===== src/rtl/sipo_deserializer_pkg.sv =====
// Shared definitions for the serial-in / parallel-out deserializer:
// FSM state encoding and the default word width.
package sipo_deserializer_pkg;

  localparam int WIDTH_DEFAULT = 8;

  typedef enum logic [1:0] {
    IDLE  = 2'b00,
    SHIFT = 2'b01,
    DONE  = 2'b10
  } state_t;

endpackage


===== src/rtl/sipo_deserializer_if.sv =====
// Handshake and data bundle between the serial source and the deserializer.
// master drives start/d; slave (the deserializer) returns q/valid/busy.
interface sipo_deserializer_if
  import sipo_deserializer_pkg::*;
#(
  parameter int WIDTH = WIDTH_DEFAULT
);

  logic             start;
  logic             d;
  logic [WIDTH-1:0] q;
  logic             valid;
  logic             busy;

  modport master (output start, output d, input q, input valid, input busy);
  modport slave  (input start, input d, output q, output valid, output busy);

endinterface


===== src/rtl/sipo_deserializer_d_ff_async.sv =====
// Single-bit D flip-flop with asynchronous active-high clear; the storage
// primitive for the deserializer's state and shift-register bits.
module d_ff_async (
  input  logic clock,
  input  logic reset,
  input  logic d,
  output logic q
);

  // NOTE: edge-triggered state always uses non-blocking (<=) so every flop
  // samples pre-edge values and simulation matches the synthesized netlist.
  always_ff @(posedge clock or posedge reset) begin
    if (reset) q <= 1'b0;
    else       q <= d;
  end

endmodule


===== src/rtl/sipo_deserializer.sv =====
// Captures WIDTH serial bits (MSB first) after a start request and presents
// the finished word on q with a one-cycle valid pulse.
module sipo_deserializer
  import sipo_deserializer_pkg::*;
#(
  parameter int WIDTH = WIDTH_DEFAULT
) (
  input  logic                clock,
  input  logic                reset,
  sipo_deserializer_if.slave  bus
);

  localparam int CNT_W = $clog2(WIDTH);
  // The WIDTH-th bit goes straight into the output word, so the shift
  // register only has to hold the first WIDTH-1 bits.
  localparam int SR_W  = WIDTH - 1;

  state_t           state_q, state_d;
  logic [1:0]       state_bits_q, state_bits_d;
  logic [SR_W-1:0]  sr_q, sr_d;
  logic [CNT_W-1:0] cnt_q, cnt_d;
  logic [WIDTH-1:0] out_q, out_d;
  logic [WIDTH-1:0] shifted;
  logic             last_bit;
  logic             shift_en;

  // ---------------- state register ----------------
  assign state_bits_d = state_d;
  assign state_q      = state_t'(state_bits_q);

  for (genvar i = 0; i < 2; i++) begin : g_state_ff
    d_ff_async u_ff (
      .clock (clock),
      .reset (reset),
      .d     (state_bits_d[i]),
      .q     (state_bits_q[i])
    );
  end

  // ---------------- next-state logic ----------------
  always_comb begin
    // NOTE: every always_comb output gets a default first so no path through
    // the block leaves it unassigned, which would infer a latch.
    state_d = state_q;
    case (state_q)
      IDLE:    if (bus.start) state_d = SHIFT;
      SHIFT:   if (last_bit)  state_d = DONE;
      DONE:    state_d = IDLE;
      default: state_d = IDLE;
    endcase
  end

  // ---------------- output decode ----------------
  always_comb begin
    shift_en  = (state_q == SHIFT);
    bus.valid = (state_q == DONE);
    bus.busy  = (state_q != IDLE);
  end

  // ---------------- datapath ----------------
  assign shifted  = {sr_q, bus.d};
  assign last_bit = (cnt_q == CNT_W'(WIDTH - 1));

  always_comb begin
    sr_d  = sr_q;
    cnt_d = cnt_q;
    out_d = out_q;
    if (shift_en) begin
      sr_d = shifted[SR_W-1:0];
      if (last_bit) begin
        cnt_d = '0;
        out_d = shifted;
      end else begin
        cnt_d = cnt_q + CNT_W'(1);
      end
    end
  end

  for (genvar i = 0; i < SR_W; i++) begin : g_sr_ff
    d_ff_async u_ff (
      .clock (clock),
      .reset (reset),
      .d     (sr_d[i]),
      .q     (sr_q[i])
    );
  end

  always_ff @(posedge clock or posedge reset) begin
    if (reset) begin
      cnt_q <= '0;
      out_q <= '0;
    end else begin
      cnt_q <= cnt_d;
      out_q <= out_d;
    end
  end

  assign bus.q = out_q;

endmodule


===== src/flat_wrapper.sv =====
// flat-port wrapper written by rule: the top's interface ports become plain ports
module sipo_deserializer_flat import sipo_deserializer_pkg::*;
#(
  parameter int WIDTH = WIDTH_DEFAULT
)
  (clock, reset, bus_start, bus_d, bus_q, bus_valid, bus_busy);
  sipo_deserializer_if #(.WIDTH(WIDTH)) bus_i ();
  input  logic clock;
  input  logic reset;
  input wire logic [$bits(bus_i.start)-1:0] bus_start;
  input wire logic [$bits(bus_i.d)-1:0] bus_d;
  output wire logic [$bits(bus_i.q)-1:0] bus_q;
  output wire logic [$bits(bus_i.valid)-1:0] bus_valid;
  output wire logic [$bits(bus_i.busy)-1:0] bus_busy;
  assign bus_i.start = bus_start;
  assign bus_i.d = bus_d;
  assign bus_q = bus_i.q;
  assign bus_valid = bus_i.valid;
  assign bus_busy = bus_i.busy;
  sipo_deserializer #(.WIDTH(WIDTH)) u_core (.clock(clock), .reset(reset), .bus(bus_i));
endmodule

===== config.mk =====
export PLATFORM = sky130hd
export DESIGN_NAME = sipo_deserializer_flat
export DESIGN_NICKNAME = d
export VERILOG_FILES = /design/src/rtl/sipo_deserializer_pkg.sv /design/src/rtl/sipo_deserializer_if.sv /design/src/rtl/sipo_deserializer_d_ff_async.sv /design/src/rtl/sipo_deserializer.sv /design/src/flat_wrapper.sv
export SDC_FILE = /design/constraint.sdc
export NUM_CORES = 1
export LEC_CHECK = 0
export CAP_MARGIN = 20
export CORE_MARGIN = 5
export CORE_UTILIZATION = 37
export DETAILED_ROUTE_END_ITERATION = 12
export PLACE_DENSITY = 0.67
export REMOVE_ABC_BUFFERS = 1
export SYNTH_ARGS = -nofsm -noshare
export SYNTH_HDL_FRONTEND = slang
export SYNTH_SLANG_ARGS = --single-unit

===== constraint.sdc =====
create_clock -name clock -period 2.3 [get_ports clock]
set_clock_uncertainty 0.05 [all_clocks]
set_input_delay 0.575 -clock clock [delete_from_list [all_inputs] [get_ports clock]]
set_output_delay 0.575 -clock clock [all_outputs]
set_load 0.01 [all_outputs]

Word level (Yosys, flattened, before mapping)

Index checks and enable logic that the tools add are counted.

Register bits after elaboration: 20
Input port bits: 4
Output and inout bits: 10
Logic and storage cells: 25

Add/subtract/negate cells: 1
Equal/unequal tests: 5
Mux-type cells: 4
Reduce and logical (&&, ||, !) cells: 4

Operators with widths:

| kind                  | count |
|---|---|
| $mux W2               | 2 |
| $pmux W2 S2           | 1 |
| $reduce_and A2 Y1     | 2 |
| $add A3 B1 Y3 const B | 1 |
| $eq A3 B3 Y1 const B  | 1 |
| $mux W3               | 1 |
| $eq A2 B1 Y1 const B  | 1 |
| $eq A2 B2 Y1 const B  | 1 |
| $logic_not A2 Y1      | 1 |
| $ne A2 B1 Y1 const B  | 1 |
| $ne A2 B2 Y1 const B  | 1 |
| $reduce_bool A2 Y1    | 1 |

Logic depth before layout (Yosys ltp)

Depth in word-level cells: 3
Gate-level depth with buffers: 4
Gate-level depth less buffers: 4

Cells and area by module

From an unflattened synthesis, not the netlist that was laid out.

Cells, all modules: 61
Area total of the unflattened synthesis: 934.6 sq um

Modules (own cells, without submodules):

| module            | times used | cells each | area each (sq um) |
|---|---|---|---|
| sipo_deserializer | 1          | 43         | 675.6 |
| d_ff_async        | 9          | 2          | 28.8 |

Worst setup path before layout

No wires, ideal clock.

Path type: reg-to-reg
Start point: register u_core.cnt_q[0]
End point: register u_core.out_q[0] (netlist: u_core.bus.q[0])
Library setup time: 125 ps
Data arrival time: 1294 ps
Data required time: 2125 ps
Path slack: 831 ps
Stages on the path, launching flop included: 5
Buffers on the path: 0
Clock period less this slack: 1469 ps
Cells stage by stage: dfrtp_1 -> ha_1 -> ha_1 -> nand3b_2 -> mux2_2

Longest elaborated chain between the ends: 2

RTL lines:

| element                     | line                    | text |
|---|---|---|
| from (decl)                 | sipo_deserializer.sv:21 | `logic [CNT_W-1:0] cnt_q, cnt_d;` |
| from (signal assigned)      | sipo_deserializer.sv:93 | `cnt_q <= cnt_d;` |
| $eq A3 B3 Y1                | sipo_deserializer.sv:62 | `assign last_bit = (cnt_q == CNT_W'(WIDTH - 1));` |
| $reduce_and A2 Y1 (no line) | -                       |  |
| to (signal assigned)        | sipo_deserializer.sv:94 | `out_q <= out_d;` |
| to (decl)                   | sipo_deserializer.sv:22 | `logic [WIDTH-1:0] out_q, out_d;` |

No other way between the ends.
A chain may end at the register's enable or synchronous reset.

Final worst setup path

Start point: register u_core.g_state_ff[0].u_ff.q
End point: output bus_busy

Longest elaborated chain between the ends: 1

RTL lines:

| element                | line                               | text |
|---|---|---|
| from (decl)            | sipo_deserializer_d_ff_async.sv:7  | `output logic q` |
| from (signal assigned) | sipo_deserializer_d_ff_async.sv:13 | `if (reset) q <= 1'b0;` |
| from (signal assigned) | sipo_deserializer_d_ff_async.sv:14 | `else q <= d;` |
| $reduce_bool A2 Y1     | sipo_deserializer.sv:57            | `bus.busy = (state_q != IDLE);` |
| to (decl)              | flat_wrapper.sv:14                 | `output wire logic [$bits(bus_i.busy)-1:0] bus_busy;` |

No other way between the ends.

==> run summary <==
Run status
• status: complete, no violations

CTS
• CTS tree: yes
• count of instances resized after the clock tree is built: 0
• maximum buffer depth of the clock tree: 2
• number of CTS-inserted buffers: 3
• root buffer selected by CTS: sky130_fd_sc_hd__clkbuf_4
• number of clock sinks: 20
• CTS H-tree lvls: 1
• Clock transition at path regs: 0.11 ns
• worst skew pair latency: 0.29 ns
• postcts setup bufs: 0
• Hold Buf Count CTS: 0

Detailed routing
• initial detailed-routing violation count: 3
• Antenna Violating Nets Remaining: 0
• drt pass-1 iters: 4
• vias post-DR: 439
• detailed-route wire length: 1130 µm
• DRC Markers: 0
• post-DR wirelength/cell: 12.0 µm
• number of vias per cell: 4.67

Timing
• minimum clock period: 2.12 ns
• max-slew violation count: 0
• Worst slew margin: 68.7%
• setup repair after global routing missed its margin: false
• total negative slack: 0 ns
• share of the cycle needed by the critical path after routing: 92.3%
• number of setup violations in the final report: 0
• upper clock frequency limit: 0.471 GHz
• hold violation total from the final report: 0
• Worst Tran Pin Value: 0.469 ns

Floorplanning
• starting utilization of the core area: 39.6%
• cell row count: 16
• core area: 2000 µm²
• top-level I/O count: 14
• die area: 3170 µm²
• die boundary height: 56.3 µm
• die extent in x: 56.3 µm

Logic synthesis
• proportion of register bits with asynchronous set or reset after synthesis: 100%
• sequential-to-total area share from yosys stat: 63.2%
• Yosys top cell by area: sky130_fd_sc_hd__dfrtp_1
• most frequent cell after synthesis: sky130_fd_sc_hd__dfrtp_1
• Mapped Area: 792 µm²
• most numerous cell types in the synthesized netlist: sky130_fd_sc_hd__dfrtp_1 (20), sky130_fd_sc_hd__mux2_2 (18), sky130_fd_sc_hd__ha_1 (2), sky130_fd_sc_hd__inv_1 (2), sky130_fd_sc_hd__nor2_1 (2)
• top cells by area in the synthesized netlist: sky130_fd_sc_hd__dfrtp_1 (63%), sky130_fd_sc_hd__mux2_2 (26%), sky130_fd_sc_hd__ha_1 (3.2%)
• number of synthesized flops with an enable pin: 0
• gate count after technology mapping: 50
• prevailing post-synth register cell: sky130_fd_sc_hd__dfrtp_1
• warnings from Yosys: 0
• Netlist cell types: 11
• Avg Synthesized Cell Area: 15.8 µm²
• #FFs+latches synth: 20
• share of Yosys cell area claimed by the top area cell type: 63.2%

Power
• total power per unit cell area: 1510 nW/µm²
• largest vdd supply drop: 0.000545 V
• leakage: 0.440 nW

Critical path
• startpoint kind of the worst setup timing path: register
• category of the critical setup timing path: reg2out
• cell with the biggest individual delay on the critical path: sky130_fd_sc_hd__clkdlybuf4s50_1
• worst stage delay on the critical path: 0.48 ns
• beginning of the critical path: u_core.g_state_ff[0].u_ff.q
• Reg2Reg Launch Point: u_core.cnt_q[0]
• Worst EP required: 1.67 ns
• Crit path max-delay family: buffers and inverters
• largest driver fanout on the critical path: 6
• buffer and inverter count on the worst path: 1
• worst path cell trace: or2_2 -> clkdlybuf4s50_1
• register-to-register path setup slack: 0.72 ns
• CP arrival: 1.50 ns
• CP endpoint kind: primary output

Global route
• initial antenna violation count: 0
• vias in the first global route: 471
• total gr overflow: 0
• total track usage: 8.14%
• largest net degree at the start of global routing: 21
• wire length of the first global-routing pass: 2050 µm

Place
• area after detailed placement: 952 µm²
• count of input and output buffers: 13
• last weighted congestion value of the routability-driven placer: 0.628
• estimated wirelength of the detail-placed design: 832 µm

Layout
• post-layout net count: 74
• multi-input logic area: 273 µm²
• final standard cell area without fillers: 1000 µm²
• number of diodes: 0
• final-layout fill cell count: 174
• Syn-to-layout area delta: 26.9%
• sequential cell area: 500 µm²
• layout cells sized above 1: 37.3%

Hold path
• worst hold path startpoint: u_core.g_state_ff[1].u_ff.q
• Hold WC Path Type: reg2reg

Run
• max capacitance violation total: 0

## per-stage QoR
stage                     cells  total power [mW]  hold slack (ns)  worst slack, ns  util (%)
after global placement       90              1.24            0.401            0.516      47.6
after floorplan              49              1.02            0.387            0.831         -
after global routing         94              1.63            0.480            0.101      50.2
after CTS                    94              1.55            0.443            0.147      50.2
after detailed placement     90              1.27            0.428            0.492      47.6
final                        94              1.52            0.442            0.176      50.2
## cell families after synthesis
logic type               after synthesis  synth area share, %
buffers and inverters                  3                 2.37
AND/OR/NAND/NOR                        6                 4.74
adder cells (fa/ha/maj)                2                 3.16
flip-flops                            20                 63.2
multiplexers                          18                 25.6
AO/OA/AOI/OAI                          1                0.948
## cell usage in the layout (no fill, tap or decap)
cell type | Yosys | final
sky130_fd_sc_hd__a211oi_1 | 1 | 1
sky130_fd_sc_hd__buf_4 | 0 | 1
sky130_fd_sc_hd__bufinv_16 | 0 | 1
sky130_fd_sc_hd__clkbuf_4 | 0 | 3
sky130_fd_sc_hd__clkdlybuf4s50_1 | 0 | 13
sky130_fd_sc_hd__dfrtp_1 | 20 | 20
sky130_fd_sc_hd__ha_1 | 2 | 2
sky130_fd_sc_hd__inv_1 | 2 | 2
sky130_fd_sc_hd__mux2_2 | 18 | 18
sky130_fd_sc_hd__nand2b_1 | 1 | 1
sky130_fd_sc_hd__nand3b_2 | 1 | 1
sky130_fd_sc_hd__nor2_1 | 2 | 2
sky130_fd_sc_hd__nor2b_1 | 1 | 1
sky130_fd_sc_hd__or2_2 | 1 | 1
## path summary, 6_finish.rpt
check / end / cells after the start
setup reg to reg: u_core.bus.q[0] / 4
hold reg to reg: u_core.g_state_ff[0].u_ff.q / 1
min in group asynchronous: u_core.g_state_ff[1].u_ff.q / 3
max in group asynchronous: u_core.g_sr_ff[4].u_ff.q / 3
hold / removal: u_core.g_state_ff[0].u_ff.q / 1
setup / recovery: bus_busy / 2
## report_power, final
group | internal (mW) | switching [mW] | total (mW)
logic | 0.393 | 0.211 | 0.604
clock network | 0.176 | 0.103 | 0.278
registers | 0.533 | 0.106 | 0.639
total | 1.10 | 0.419 | 1.52
## layer usage
| metal | wire length [µm] | track usage [%] | up-vias | share of wire (%) |
|---|---|---|---|---|
| met5 | 0 | 0 | - | 0 |
| met4 | 27 | 6.10 | 0 | 2.4 |
| met1 | 485 | 9.57 | 219 | 43 |
| met3 | 52 | 1.15 | 2 | 4.6 |
| li1 | - | - | 208 | - |
| met2 | 561 | 13.4 | 10 | 50 |
## sequential cells by signal, summed over array words and instances, names as in the netlist
name,cells
u_core.cnt_q,3
u_core.g_sr_ff.u_ff.q,7
u_core.g_state_ff.u_ff.q,2
u_core.bus.q,8
## area by class of cell
class / count / share of cell area [%]
multi-input cells: 27 / 27.1
clock buffers: 3 / 2.24
inverters: 2 / 0.747
clock inverters: 1 / 2.99
flip-flops and latches: 20 / 49.8
well taps: 27 / 3.36
repair buffers: 14 / 13.7
(Power assumes the default switching activity.)
